**src/rtl/uart_tx_sched.sv**
```systemverilog
// Shares one UART transmitter between NUM_REQ byte streams: round-robin arbitration with
// message locking, then load / start / busy-track / inter-byte gap for each byte.
//
// state     | meaning
// IDLE      | choose owner (while locked only the current owner may proceed)
// ACCEPT    | req_ready pulse to owner, capture byte and last flag
// LAUNCH    | tx_start pulse
// WAIT_BUSY | wait for the transmitter to go busy, bounded by BUSY_TIMEOUT
// WAIT_DONE | wait for the frame to finish shifting
// GAP       | enforced idle time before the next byte
module uart_tx_sched #(
    parameter int  NUM_REQ      = 4,
    parameter int  GAP_CYCLES   = 16,
    parameter int  BUSY_TIMEOUT = 64,
    localparam int IDW          = $clog2(NUM_REQ)
) (
    input  logic                 clk,
    input  logic                 rst_n,
    input  logic [NUM_REQ-1:0]   req_valid_i,
    input  logic [8*NUM_REQ-1:0] req_data_i,
    input  logic [NUM_REQ-1:0]   req_last_i,
    output logic [NUM_REQ-1:0]   req_ready_o,
    output logic [7:0]           tx_data_o,
    output logic                 tx_start_o,
    input  logic                 tx_busy_i,
    output logic [IDW-1:0]       grant_id_o,
    output logic                 locked_o,
    output logic                 timeout_err_o
);

    localparam int TW = $clog2(BUSY_TIMEOUT + 1);
    localparam int GW = (GAP_CYCLES > 0) ? $clog2(GAP_CYCLES + 1) : 1;
    localparam logic [TW-1:0] BUSY_LAST = TW'(BUSY_TIMEOUT - 1);
    localparam logic [GW-1:0] GAP_LAST  = GW'((GAP_CYCLES > 0) ? GAP_CYCLES - 1 : 0);

    typedef enum logic [2:0] {
        S_IDLE,
        S_ACCEPT,
        S_LAUNCH,
        S_WAIT_BUSY,
        S_WAIT_DONE,
        S_GAP
    } state_e;

    localparam state_e POST_BYTE = (GAP_CYCLES > 0) ? S_GAP : S_IDLE;

    state_e               state_q;
    logic [NUM_REQ-1:0]   req_ready_q;
    logic [7:0]           tx_data_q;
    logic                 tx_start_q;
    logic [IDW-1:0]       grant_id_q;
    logic [IDW-1:0]       rr_ptr_q;
    logic                 locked_q;
    logic                 timeout_err_q;
    logic [TW-1:0]        busy_cnt_q;
    logic [GW-1:0]        gap_cnt_q;

    logic [IDW-1:0]       arb_idx_d;
    logic                 arb_hit_d;
    logic [IDW-1:0]       cand;
    logic [IDW-1:0]       rr_next_d;

    // Scan downward so the candidate closest to the pointer is the last one written.
    always_comb begin
        arb_hit_d = 1'b0;
        arb_idx_d = '0;
        cand      = '0;
        for (int k = NUM_REQ - 1; k >= 0; k--) begin
            cand = IDW'((int'(rr_ptr_q) + k) % NUM_REQ);
            if (req_valid_i[cand]) begin
                arb_hit_d = 1'b1;
                arb_idx_d = cand;
            end
        end
    end

    assign rr_next_d = IDW'((int'(grant_id_q) + 1) % NUM_REQ);

    always_ff @(posedge clk or negedge rst_n) begin
        if (!rst_n) begin
            state_q       <= S_IDLE;
            req_ready_q   <= '0;
            tx_data_q     <= '0;
            tx_start_q    <= 1'b0;
            grant_id_q    <= '0;
            rr_ptr_q      <= '0;
            locked_q      <= 1'b0;
            timeout_err_q <= 1'b0;
            busy_cnt_q    <= '0;
            gap_cnt_q     <= '0;
        end else begin
            req_ready_q <= '0;
            tx_start_q  <= 1'b0;
            case (state_q)
                S_IDLE: begin
                    if (locked_q) begin
                        if (req_valid_i[grant_id_q]) begin
                            req_ready_q <= NUM_REQ'(1) << grant_id_q;
                            state_q     <= S_ACCEPT;
                        end
                    end else if (arb_hit_d) begin
                        grant_id_q  <= arb_idx_d;
                        req_ready_q <= NUM_REQ'(1) << arb_idx_d;
                        state_q     <= S_ACCEPT;
                    end
                end
                S_ACCEPT: begin
                    tx_data_q <= req_data_i[{grant_id_q, 3'b000} +: 8];
                    if (req_last_i[grant_id_q]) begin
                        locked_q <= 1'b0;
                        rr_ptr_q <= rr_next_d;
                    end else begin
                        locked_q <= 1'b1;
                    end
                    tx_start_q <= 1'b1;
                    state_q    <= S_LAUNCH;
                end
                S_LAUNCH: begin
                    busy_cnt_q <= '0;
                    state_q    <= S_WAIT_BUSY;
                end
                S_WAIT_BUSY: begin
                    if (tx_busy_i) begin
                        state_q <= S_WAIT_DONE;
                    end else if (busy_cnt_q == BUSY_LAST) begin
                        // Byte is dropped; lock state is left as the accept set it.
                        timeout_err_q <= 1'b1;
                        gap_cnt_q     <= '0;
                        state_q       <= POST_BYTE;
                    end else begin
                        busy_cnt_q <= busy_cnt_q + 1'b1;
                    end
                end
                S_WAIT_DONE: begin
                    if (!tx_busy_i) begin
                        gap_cnt_q <= '0;
                        state_q   <= POST_BYTE;
                    end
                end
                S_GAP: begin
                    if (gap_cnt_q == GAP_LAST) begin
                        state_q <= S_IDLE;
                    end else begin
                        gap_cnt_q <= gap_cnt_q + 1'b1;
                    end
                end
                default: state_q <= S_IDLE;
            endcase
        end
    end

    assign req_ready_o   = req_ready_q;
    assign tx_data_o     = tx_data_q;
    assign tx_start_o    = tx_start_q;
    assign grant_id_o    = grant_id_q;
    assign locked_o      = locked_q;
    assign timeout_err_o = timeout_err_q;

endmodule

```
**config.mk**
```make
export PLATFORM = sky130hd
export DESIGN_NAME = uart_tx_sched
export DESIGN_NICKNAME = d
export VERILOG_FILES = /design/src/rtl/uart_tx_sched.sv
export SDC_FILE = /design/constraint.sdc
export NUM_CORES = 1
export LEC_CHECK = 0
export BUFFER_PORTS_ARGS = -buffer_cell sky130_fd_sc_hd__buf_4
export CORE_MARGIN = 5
export CORE_UTILIZATION = 40
export CTS_BUF_LIST = sky130_fd_sc_hd__clkbuf_4 sky130_fd_sc_hd__clkbuf_8 sky130_fd_sc_hd__clkbuf_16
export DETAILED_ROUTE_END_ITERATION = 7
export PLACE_DENSITY = 0.7
export SLEW_MARGIN = 5
export SYNTH_ARGS = -nofsm -noshare
export SYNTH_HDL_FRONTEND = slang
export SYNTH_SLANG_ARGS = --single-unit
```
**constraint.sdc**
```tcl
create_clock -name clk -period 1.65 [get_ports clk]
set_clock_uncertainty 0.05 [all_clocks]
set_input_delay 0.0825 -clock clk [delete_from_list [all_inputs] [get_ports clk]]
set_output_delay 0.0825 -clock clk [all_outputs]
set_load 0.005 [all_outputs]
```
[Yosys cells after proc, flatten, opt, wreduce, memory -nomap -nowiden]
Cells that the tools add are included.
Word-level totals
  ROM bits: 0
  bits in latches: 0
  memories: 0
  bits of input ports: 43
  word-level logic and storage cells: 93
  register bits: 34
  bits in writable memories: 0
Cells by class
  magnitude comparators: 5
  shift operators: 3
  equality and inequality tests: 16
  divide/modulo/power cells: 0
  multiply operators: 0
  reduce and logical (&&, ||, !) cells: 9
  $add $sub $neg: 6
  bitwise gates (word level): 2
  muxes and demuxes: 42
Operators by type and width (count)
  indexed part select 32 x 6 -> 8 bit: 1
  two-way mux 3 bit: 7
  two-way mux 5 bit: 4
  one-hot mux 3 bit (6 select lines): 1
  two-way mux 4 bit: 4
  less-than comparator 2 x 3 -> 1 bit (second input constant): 5
  one-hot mux 5 bit (3 select lines): 1
  two-way mux 7 bit: 2
  one-hot mux 7 bit (2 select lines): 1
  binary-select mux 1 bit (select 2 bit): 6
  two-way mux 1 bit: 12
  != test 2 bit (second input constant): 6
  AND reduction 5 bit: 2
  != test 3 bit (second input constant): 3
  AND reduction 3 bit: 3
  two-way mux 2 bit: 4
  << shifter 1 x 2 -> 4 bit (first input constant): 2
  adder 7 x 1 -> 7 bit (second input constant): 1
  equality test 7 x 6 -> 1 bit (second input constant): 1
  equality test 3 x 2 -> 1 bit (second input constant): 2
  equality test 3 bit (second input constant): 2
  adder 5 x 1 -> 5 bit (second input constant): 1
  equality test 5 x 4 -> 1 bit (second input constant): 1
  adder 2 x 1 -> 2 bit (second input constant): 2
  other kinds (7): 9

[Depth between registers and ports, before layout]
Gate-level depths: netlist of run 1.
  depth in word-level cells: 11
  mapped depth: 7
  gate-level depth less buffers: 7

[Worst setup path before layout of run 1]
No wires, ideal clock.
  path type: reg-to-reg
  start: register gap_cnt_q[0]
  end: register gap_cnt_q[2]
  clock period less this slack: 1.822 ns
  setup slack: -0.172 ns
  path buffers: 0
  arrival time: 1.703 ns
  cell stages (with the launch flop): 7
  cells stage by stage: dfrtp_1 -> ha_1 -> and3_1 -> ha_1 -> nand4bb_1 -> or3b_2 -> nand3_1
Between the ends
  cells in the longest elaborated chain, start to end: 3
RTL lines
  from (decl): RTL line 56  | logic [GW-1:0] gap_cnt_q;
  from (signal assigned): RTL line 144  | gap_cnt_q <= gap_cnt_q + 1'b1;
  adder 5 x 1 -> 5 bit or equality test 5 x 4 -> 1 bit (tied branches): RTL line 144, 141
  two-way mux 5 bit or != test 2 bit (tied branches)
  one-hot mux 5 bit (3 select lines) or AND reduction 5 bit (tied branches)
Several ways; a longest one is shown, not always the timed one. The select of a mux whose other input is x is not followed.
A chain may end at the register's enable or synchronous reset.

[Worst setup path after layout of run 1]
  start: register gap_cnt_q[0]
  end: register gap_cnt_q[1]
The elaborated chain is that of the path after synthesis.

==> flow_summary.rst, run 1 <==
.. list-table::
   :header-rows: 1

   * - Metric
     - Value
   * - Run status
     - finished with violations
   * - Failing checks
     - setup timing
   * - Area of the multi-input gates
     - 1190 µm²
   * - RSZ-0062 raised after global routing
     - yes
   * - CTS buffer count
     - 5
   * - Startpoint of the most critical hold path
     - req_valid_i[3]
   * - Synth Register Bits
     - 34
   * - DR iter-0 viols
     - 61
   * - Arrival @ worst endpoint
     - 1.78 ns
   * - Critical register-to-register path startpoint
     - gap_cnt_q[0]
   * - Via density per instance
     - 5.11
   * - Final hold violations
     - 0
   * - Cell area after synthesis
     - about 2000 µm²
   * - Antenna cell count
     - 0
   * - DRC violation count after routing
     - 0
   * - Number of flops mapped to enable cells by yosys
     - 0
   * - Core box area
     - 4790 µm²
   * - Top cell type by total area after synthesis
     - dfrtp_1
   * - Routed vias
     - around 1700
   * - Leading register cell type out of synthesis
     - dfrtp_1
   * - Count of input and output buffers
     - a little under 60
   * - Data required time at the worst endpoint
     - 1.77 ns
   * - Leakage component of the power
     - 1.33 nW
   * - WL per Instance
     - between 10 and 15 µm
   * - First-pass GRT wire length
     - 7760 µm
   * - Proportion of netlist area held by the largest area contributor
     - 42.6%
   * - Ports placed on the boundary
     - 60
   * - Share of post-route cells with drive strength above 1
     - 59.5%
   * - Critical Path Fanout Max
     - 3
   * - Worst reg-to-reg setup slack
     - -0.01 ns
   * - Fraction of registers with async set or reset after synthesis
     - 100%
   * - H-tree levels
     - 2
   * - PnR Total Power
     - 4.30 mW
   * - Clock transition time at the flip-flop clock pins of the worst setup and hold paths
     - 0.06 ns
   * - Antenna violations before repair
     - 0
   * - Post-synthesis area per instance
     - 12.0 µm²
   * - Maximum VDD drop
     - between 0.0008 and 0.0009 V
   * - Post-synthesis net count
     - 216
   * - Detailed-placement wirelength estimate
     - 3660 µm
   * - Setup Slack @ Placement
     - -0.0799 ns
   * - Worst hold-check path type
     - input port to register
   * - Total number of nets in the final design
     - ~310
   * - Cell Rows
     - 25
   * - Worst-skew pair later-pin latency
     - approximately 0.29 ns
   * - Effective utilization at floorplan
     - between 40% and 50%
   * - Aggregate routed wire length
     - 4750 µm
   * - Die footprint
     - 6500 µm²
   * - Reg area
     - around 850 µm²
   * - Maximum number of pins on one net before global-route repair
     - 35
   * - Non-Filler Instances
     - 324
   * - Number of warnings printed during yosys synthesis
     - 0
   * - Worst-Margin Slew
     - between 0.5 and 0.6 ns
   * - Highest clock rate
     - 0.602 GHz
   * - Filler Cells Inserted
     - 399
   * - Chip width
     - approximately 81 µm
   * - Relative slew margins
     - 62.0%
   * - Critical path class
     - register to register
   * - Buffer depth of the longest clock path
     - 2
   * - CP startpoint
     - gap_cnt_q[0]
   * - Leading cell types by total area after synthesis
     - dfrtp_1 43%, mux4_2 11%, mux2_2 6.8%, ha_1 4.4%, o21ai_0 2.3%
   * - Die span in y
     - 80.6 µm
   * - Final hold slack
     - 0.141 ns
   * - Sequential-to-total area share from yosys stat
     - 42.6%
   * - Power density over cell area
     - 1460 nW/µm²
   * - Setup violation total in the final timing report
     - 3
   * - Commonest cells after routing, fill and taps aside
     - 86 x buf_4, 31 x dfrtp_1, 10 x mux4_2, 10 x mux2_2, 9 x inv_1
   * - Max-cap violation count
     - 0
   * - Post-detailed-route count of antenna-violating nets
     - 0
   * - Synthesized instance count
     - 166
   * - Final RePlAce weighted congestion
     - 0.810
   * - Relative area change from synthesis to final layout
     - 47.8%
   * - Via count of the first global-routing pass
     - 1720
   * - Number of pins with negative max-slew slack in the final report
     - 0
   * - Element type at the critical path start
     - register
   * - Dpl cells
     - approximately 310
   * - Most common library cell in the layout ignoring fill and taps
     - buf_4
   * - CTS tree
     - yes
   * - Number of detailed-route iterations in the first pass
     - 4
   * - Total number of clock tree sinks
     - 34
   * - Final WS setup
     - -0.0102 ns
   * - Setup TNS
     - -0.0257 ns
   * - Total global routing overflow
     - 0
   * - Time the final worst path needs with I/O delays and setup
     - between 1.5 and 2 ns
   * - Critical Path End Type
     - register
   * - Buffer type at the clock tree root
     - clkbuf_8
   * - Share of the clock period used by the worst path
     - 101%
   * - Number of distinct library cells after synthesis
     - 52
   * - Global routing usage summed across all routing layers
     - between 10% and 20%
registers in the layout, summed over array words and instances, names as in the netlist:
name,count
busy_cnt_q,7
locked_o,1
tx_start_o,1
timeout_err_o,1
state_q,3
rr_ptr_q,2
grant_id_o,2
gap_cnt_q,5
tx_data_o,8
req_ready_o,4
through the flow:
step / util, % / instance area [µm²]
after global placement: 56.9 / 2720
after global routing: 61.6 / 2950
final: 61.6 / 2950
after CTS: 60.1 / 2880
after detailed placement: 56.9 / 2720
after floorplan: - / 2040
critical path, stage by stage (launching register included):
cell      delay (ns)
dfrtp_1         0.38
ha_2            0.19
and3_4          0.18
ha_4            0.16
nand2_2         0.06
nand3_2         0.11
nand2b_4        0.12
mux2_4          0.29
layer usage:
layer / share of wire [%] / wire, µm / vias to the layer above / GRT usage (%)
met5: 0 / 0 / - / 0
met1: 44 / 2070 / 786 / 19.9
met3: 7.7 / 366 / 6 / 6.17
met2: 47 / 2250 / 59 / 24.2
met4: 1.4 / 68 / 0 / 5.57
li1: - / - / 804 / -
where the power goes:
part	leakage (nW)	internal, mW	switching (mW)	total, mW
sequential	0.435	1.14	0.268	1.40
clock	0.0517	0.353	0.289	0.641
combinational	0.846	1.33	0.925	2.25
total	1.33	2.82	1.48	4.30
synthesized netlist by cell type, drive strengths merged, types with 2 or more instances:
cell and number:
a2111oi 2, a21oi 6, a22o 3, and2b 2, and3 2, buf 6, dfrtp 34, ha 7
inv 9, mux2 12, mux2i 2, mux4 10, nand2 10, nand2b 4, nand3 5, nand3b 2
nor2 4, nor2b 2, nor3 3, nor3b 2, o21a 3, o21ai 10, or3 4, or4 2
final cells by class:
class	count	area share (%)
Inverter	9	1.15
Sequential cell	34	29.0
Multi-Input combinational cell	116	40.4
Tap cell	67	2.84
Clock buffer	7	3.05
Clock inverter	1	0.170
Timing Repair Buffer	90	23.4
kinds of logic (layout without fill, tap and decap cells):
family / after synthesis / in the layout / synth area share, %
buffers and inverters: 16 / 107 / 4.01
AND/OR/NAND/NOR: 51 / 51 / 17.2
multiplexers: 24 / 24 / 19.1
AO/OA/AOI/OAI: 34 / 34 / 12.7
flip-flops: 34 / 34 / 42.6
adder cells (fa/ha/maj): 7 / 7 / 4.39
final timing paths:
check | depth (start not counted) | to
worst max-delay path | 7 | gap_cnt_q[1]
worst min-delay path | 3 | req_ready_o[1]
worst max register to register | 7 | gap_cnt_q[1]
worst min register to register | 1 | timeout_err_o
max in group asynchronous | 2 | state_q[2]
min in group asynchronous | 2 | gap_cnt_q[2]
timing repair:
item | in CTS | in global routing
gates cloned | 0 | 0
hold buffers | 1 | 0
setup buffers | 2 | 1
setup endpoints to repair | 9 | 17
pin swaps | 8 | 7
gates resized for setup | 8 | 19
endpoints found under the hold margin | 34 | 0
Power figures use the tool's default switching activity.
==> inputs of run 2 (changes only) <==
ABC_AREA = 1   (was not set)
PLACE_DENSITY = 0.69   (was 0.7)
==> run 2 against run 1 <==
  * The run still ends with setup timing left
  * Count of clock-buffer cells in the layout fell by 2
  * Sequential cell count is the same
  * Utilization fell by 2.6 points
  * Cell count increased by 39%
  * Sequential power about the same
  * Synthesized cell count up 80%
  * Critical path depth up 1
  * Via count increased by 31%
  * Non-clock buffer count down 8
  * Largest power group unchanged
  * Global-route usage hardly changed
  * Critical path type unchanged
  * Combinational power rose by 34%
==> flow_summary.rst, run 2 <==
.. list-table::
   :header-rows: 1

   * - Metric
     - Value
   * - Run status
     - finished with violations (unchanged)
   * - Failing checks
     - setup timing (unchanged)
   * - Sequential-to-total area share from yosys stat
     - 39.6% (was 42.6%)
   * - Top-count cell post-synth
     - nand2_1 (was dfrtp_1)
   * - Cell Rows
     - 26 (was 25)
   * - Top cell type by total area after synthesis
     - dfrtp_1 (unchanged)
   * - Total global routing overflow
     - 0 (unchanged)
   * - Antenna cell count
     - 0 (unchanged)
   * - Final hold violations
     - 0 (unchanged)
   * - Final instance area
     - 3050 µm² (was 2950 µm²)
   * - Highest clock rate
     - 0.585 GHz (was 0.602 GHz)
   * - Final RePlAce weighted congestion
     - 0.801 (was 0.810)
   * - Fraction of registers with async set or reset after synthesis
     - 100% (unchanged)
   * - Aggregate routed wire length
     - 5630 µm (was 4750 µm)
   * - Leading register cell type out of synthesis
     - dfrtp_1 (unchanged)
   * - Die footprint
     - 6940 µm² (was 6500 µm²)
   * - Count of input and output buffers
     - 59 (unchanged)
   * - Critical Path Fanout Max
     - 6 (was 3)
   * - Leading cell types by total area after synthesis
     - dfrtp_1 40%, nand2_1 15%, o21ai_0 6.3%, nor2_1 5.4%, inv_1 5.2% (was dfrtp_1 43%, mux4_2 11%, mux2_2 6.8%, ha_1 4.4%, o21ai_0 2.3%)
   * - Share of the clock period used by the worst path
     - 104% (was 101%)
   * - Clock transition time at the flip-flop clock pins of the worst setup and hold paths
     - 0.07 ns (was 0.06 ns)
   * - PnR Total Power
     - 5.18 mW (was 4.30 mW)
   * - Power density over cell area
     - 1700 nW/µm² (was 1460 nW/µm²)
   * - Number of detailed-route iterations in the first pass
     - 4 (unchanged)
   * - Number of pins with negative max-slew slack in the final report
     - 0 (unchanged)
   * - Die span in y
     - 83.3 µm (was 80.6 µm)
   * - Arrival @ worst endpoint
     - 1.84 ns (was 1.78 ns)
   * - Proportion of netlist area held by the largest area contributor
     - 39.6% (was 42.6%)
   * - Leakage component of the power
     - 1.54 nW (was 1.33 nW)
   * - Most common library cell in the layout ignoring fill and taps
     - buf_4 (unchanged)
   * - Area after detailed placement
     - 2740 µm² (was 2720 µm²)
   * - Total number of nets in the final design
     - 430 (was 306)
   * - CTS tree
     - yes (unchanged)
   * - Effective utilization at floorplan
     - 41.6% (was 41.7%)
   * - Buffer type at the clock tree root
     - clkbuf_8 (unchanged)
   * - Chip width
     - 83.3 µm (was 80.6 µm)
   * - Cell area after synthesis
     - 2150 µm² (was 2000 µm²)
   * - WL per Instance
     - 12.5 µm (was 14.7 µm)
   * - Worst-skew pair later-pin latency
     - 0.29 ns (about the same)
   * - First-pass GRT wire length
     - 9070 µm (was 7760 µm)
   * - Critical path class
     - register to register (unchanged)
   * - Setup violation total in the final timing report
     - 4 (was 3)
   * - Data required time at the worst endpoint
     - 1.78 ns (was 1.77 ns)
   * - Commonest cells after routing, fill and taps aside
     - 80 x buf_4, 76 x nand2_1, 33 x dfrtp_1 (was 86 x buf_4, 31 x dfrtp_1, 10 x mux4_2, 10 x mux2_2, 9 x inv_1)
   * - Detailed-routed wire length on met2
     - 2640 µm (was 2250 µm)
   * - Top layer reached by signal wires
     - met4 (unchanged)
   * - Number of buffer and inverter instances along the worst setup path
     - 0 (unchanged)
   * - Chain of cells forming the critical path
     - ha_2 -> and3_4 -> ha_4 -> nor2_4 -> nor2_2 -> nor3_4 -> nand2_4 -> a22o_1 (was ha_2 -> and3_4 -> ha_4 -> nand2_2 -> nand3_2 -> nand2b_4 -> mux2_4)
   * - Final WS setup
     - -0.0584 ns (was -0.0102 ns)
   * - Core box area
     - 5170 µm² (was 4790 µm²)
   * - Antenna violations before repair
     - 0 (unchanged)
   * - Via count of the first global-routing pass
     - 2124 (was 1720)
   * - H-tree levels
     - 2 (unchanged)
   * - Post-synthesis area per instance
     - 7.21 µm² (was 12.0 µm²)
   * - Maximum VDD drop
     - 0.000673 V (was 0.000805 V)
   * - DR iter-0 viols
     - 72 (was 61)
   * - Routed vias
     - 2173 (was 1655)
   * - Critical Path End Type
     - register (unchanged)
   * - Time the final worst path needs with I/O delays and setup
     - 1.71 ns (was 1.66 ns)
   * - Detailed-placement wirelength estimate
     - 4070 µm (was 3660 µm)
   * - Synthesized instance count
     - 298 (was 166)
   * - Synth Register Bits
     - 34 (unchanged)
   * - Share of post-route cells with drive strength above 1
     - 34.4% (was 59.5%)
   * - Worst-Margin Slew
     - 0.447 ns (was 0.570 ns)
   * - Maximum single-stage delay on the critical path
     - 0.38 ns (about the same)
   * - Post-detailed-route count of antenna-violating nets
     - 0 (unchanged)
   * - Maximum number of pins on one net before global-route repair
     - 35 (unchanged)
   * - Top cells by instance count after synthesis
     - 86 x nand2_1, 34 x dfrtp_1, 31 x nor2_1 (was 34 x dfrtp_1, 12 x mux2_2, 10 x mux4_2, 10 x nand2_1)
   * - Number of distinct library cells after synthesis
     - 34 (was 52)
   * - Post-synthesis net count
     - 348 (was 216)
   * - Number of warnings printed during yosys synthesis
     - 0 (unchanged)
   * - Number of flip-flops under the largest register name
     - 8 (unchanged)
   * - Global routing usage summed across all routing layers
     - 15.6% (was 15.7%)
   * - Element type at the critical path start
     - register (unchanged)
   * - Buffer depth of the longest clock path
     - 2 (unchanged)
   * - RSZ-0062 raised after global routing
     - yes (unchanged)
   * - Wire length the detailed router placed on met1
     - 2560 µm (was 2070 µm)
   * - Number of flops mapped to enable cells by yosys
     - 0 (unchanged)
   * - Worst hold-check path type
     - input port to register (unchanged)
   * - Via density per instance
     - 4.82 (was 5.11)
   * - Max-cap violation count
     - 0 (unchanged)
   * - Relative slew margins
     - 70.2% (was 62.0%)
   * - DRC violation count after routing
     - 0 (unchanged)
   * - CP max stage cell
     - dfrtp_1 (unchanged)
   * - Wire length on met3
     - 391 µm (was 366 µm)
   * - Ports placed on the boundary
     - 60 (unchanged)
   * - CTS buffer count
     - 5 (unchanged)
   * - Relative area change from synthesis to final layout
     - 42.0% (was 47.8%)
   * - Total number of clock tree sinks
     - 34 (unchanged)
   * - Cell family with most CP delay
     - simple AND/OR/NAND/NOR gates (unchanged)
==> run 2: changes by cell type in the layout (fill, tap and decap cells not counted), sizes merged, moves of 8 or more <==
cell   before  now
o22ai       0   10
mux4       10    0
mux2       12    0
inv         9   36
nand2      10   88
buf        89   81
nor2        4   36
nand3       5   15
o21ai      10   30
==> run 2: layout make-up <==
type	instances	area (µm²)
multi-input combinational	221	1240
clock inverter	3	45.0
clock buffer	5	68.8
timing repair buffer	82	622
fill	463	2120
sequential	34	852
inverter	36	138
tap	70	87.6
==> run 2: where the power goes <==
| group | total [mW] | internal, mW | switching, mW |
|---|---|---|---|
| clock network | 0.783 | 0.449 | 0.333 |
| registers | 1.39 | 1.12 | 0.273 |
| logic | 3.01 | 1.30 | 1.71 |
| total | 5.18 | 2.87 | 2.31 |
==> run 2: per-layer routing <==
metal,track usage (%),vias to the layer above
met2,26.5,52
met5,0,-
met4,3.71,0
met3,6.44,5
li1,-,1133
met1,18.4,983
==> run 2: stage by stage <==
| step | cells | setup WS [ns] | hold slack (ns) | utilization, % | TNS, ns |
|---|---|---|---|---|---|
| after floorplan | 298 | -0.0139 | -0.263 | - | -0.0139 |
| after global placement | 432 | -0.0216 | 0.00802 | 53.0 | -0.0324 |
| after detailed placement | 432 | -0.0734 | 0.0103 | 53.0 | -0.184 |
| after CTS | 443 | -0.0315 | 0.0186 | 56.2 | -0.0773 |
| after global routing | 451 | -0.128 | 0.0331 | 59.0 | -0.724 |
| final | 451 | -0.0584 | 0.0326 | 59.0 | -0.127 |
==> run 2: worst paths after layout <==
path / startpoint / endpoint / slack (ns) / cells past startpoint
max: gap_cnt_q[1] / gap_cnt_q[1] / -0.06 / 8
min: tx_busy_i / timeout_err_o / 0.03 / 4
max reg2reg: gap_cnt_q[1] / gap_cnt_q[1] / -0.06 / 8
min reg2reg: timeout_err_o / timeout_err_o / 0.44 / 1
max in group asynchronous: rst_n / rr_ptr_q[0] / 0.98 / 2
min in group asynchronous: rst_n / rr_ptr_q[1] / 0.23 / 2
==> run 2: tightest hold or removal path, delay by kind of cell <==
kind	cells	cell delay [ns]
AOI/OAI and AO/OA	1	0.06
buffers and inverters	2	0.14
and+or+nand+nor	1	0.04
==> run 2: cells by family after synthesis <==
kind of cell,synth area share [%]
xor+xnor,1.22
simple gates,30.7
compound gates,16.1
buf+inv,8.32
fa+ha+maj,4.07
flops,39.6
==> run 2: repair_timing <==
item,CTS,global route
endpoints found under the setup margin,8,20
hold endpoints to repair,34,0
buffers inserted,2,8
resized for setup,6,28
hold buffers,1,0
pin swaps,1,7
gates cloned,0,1
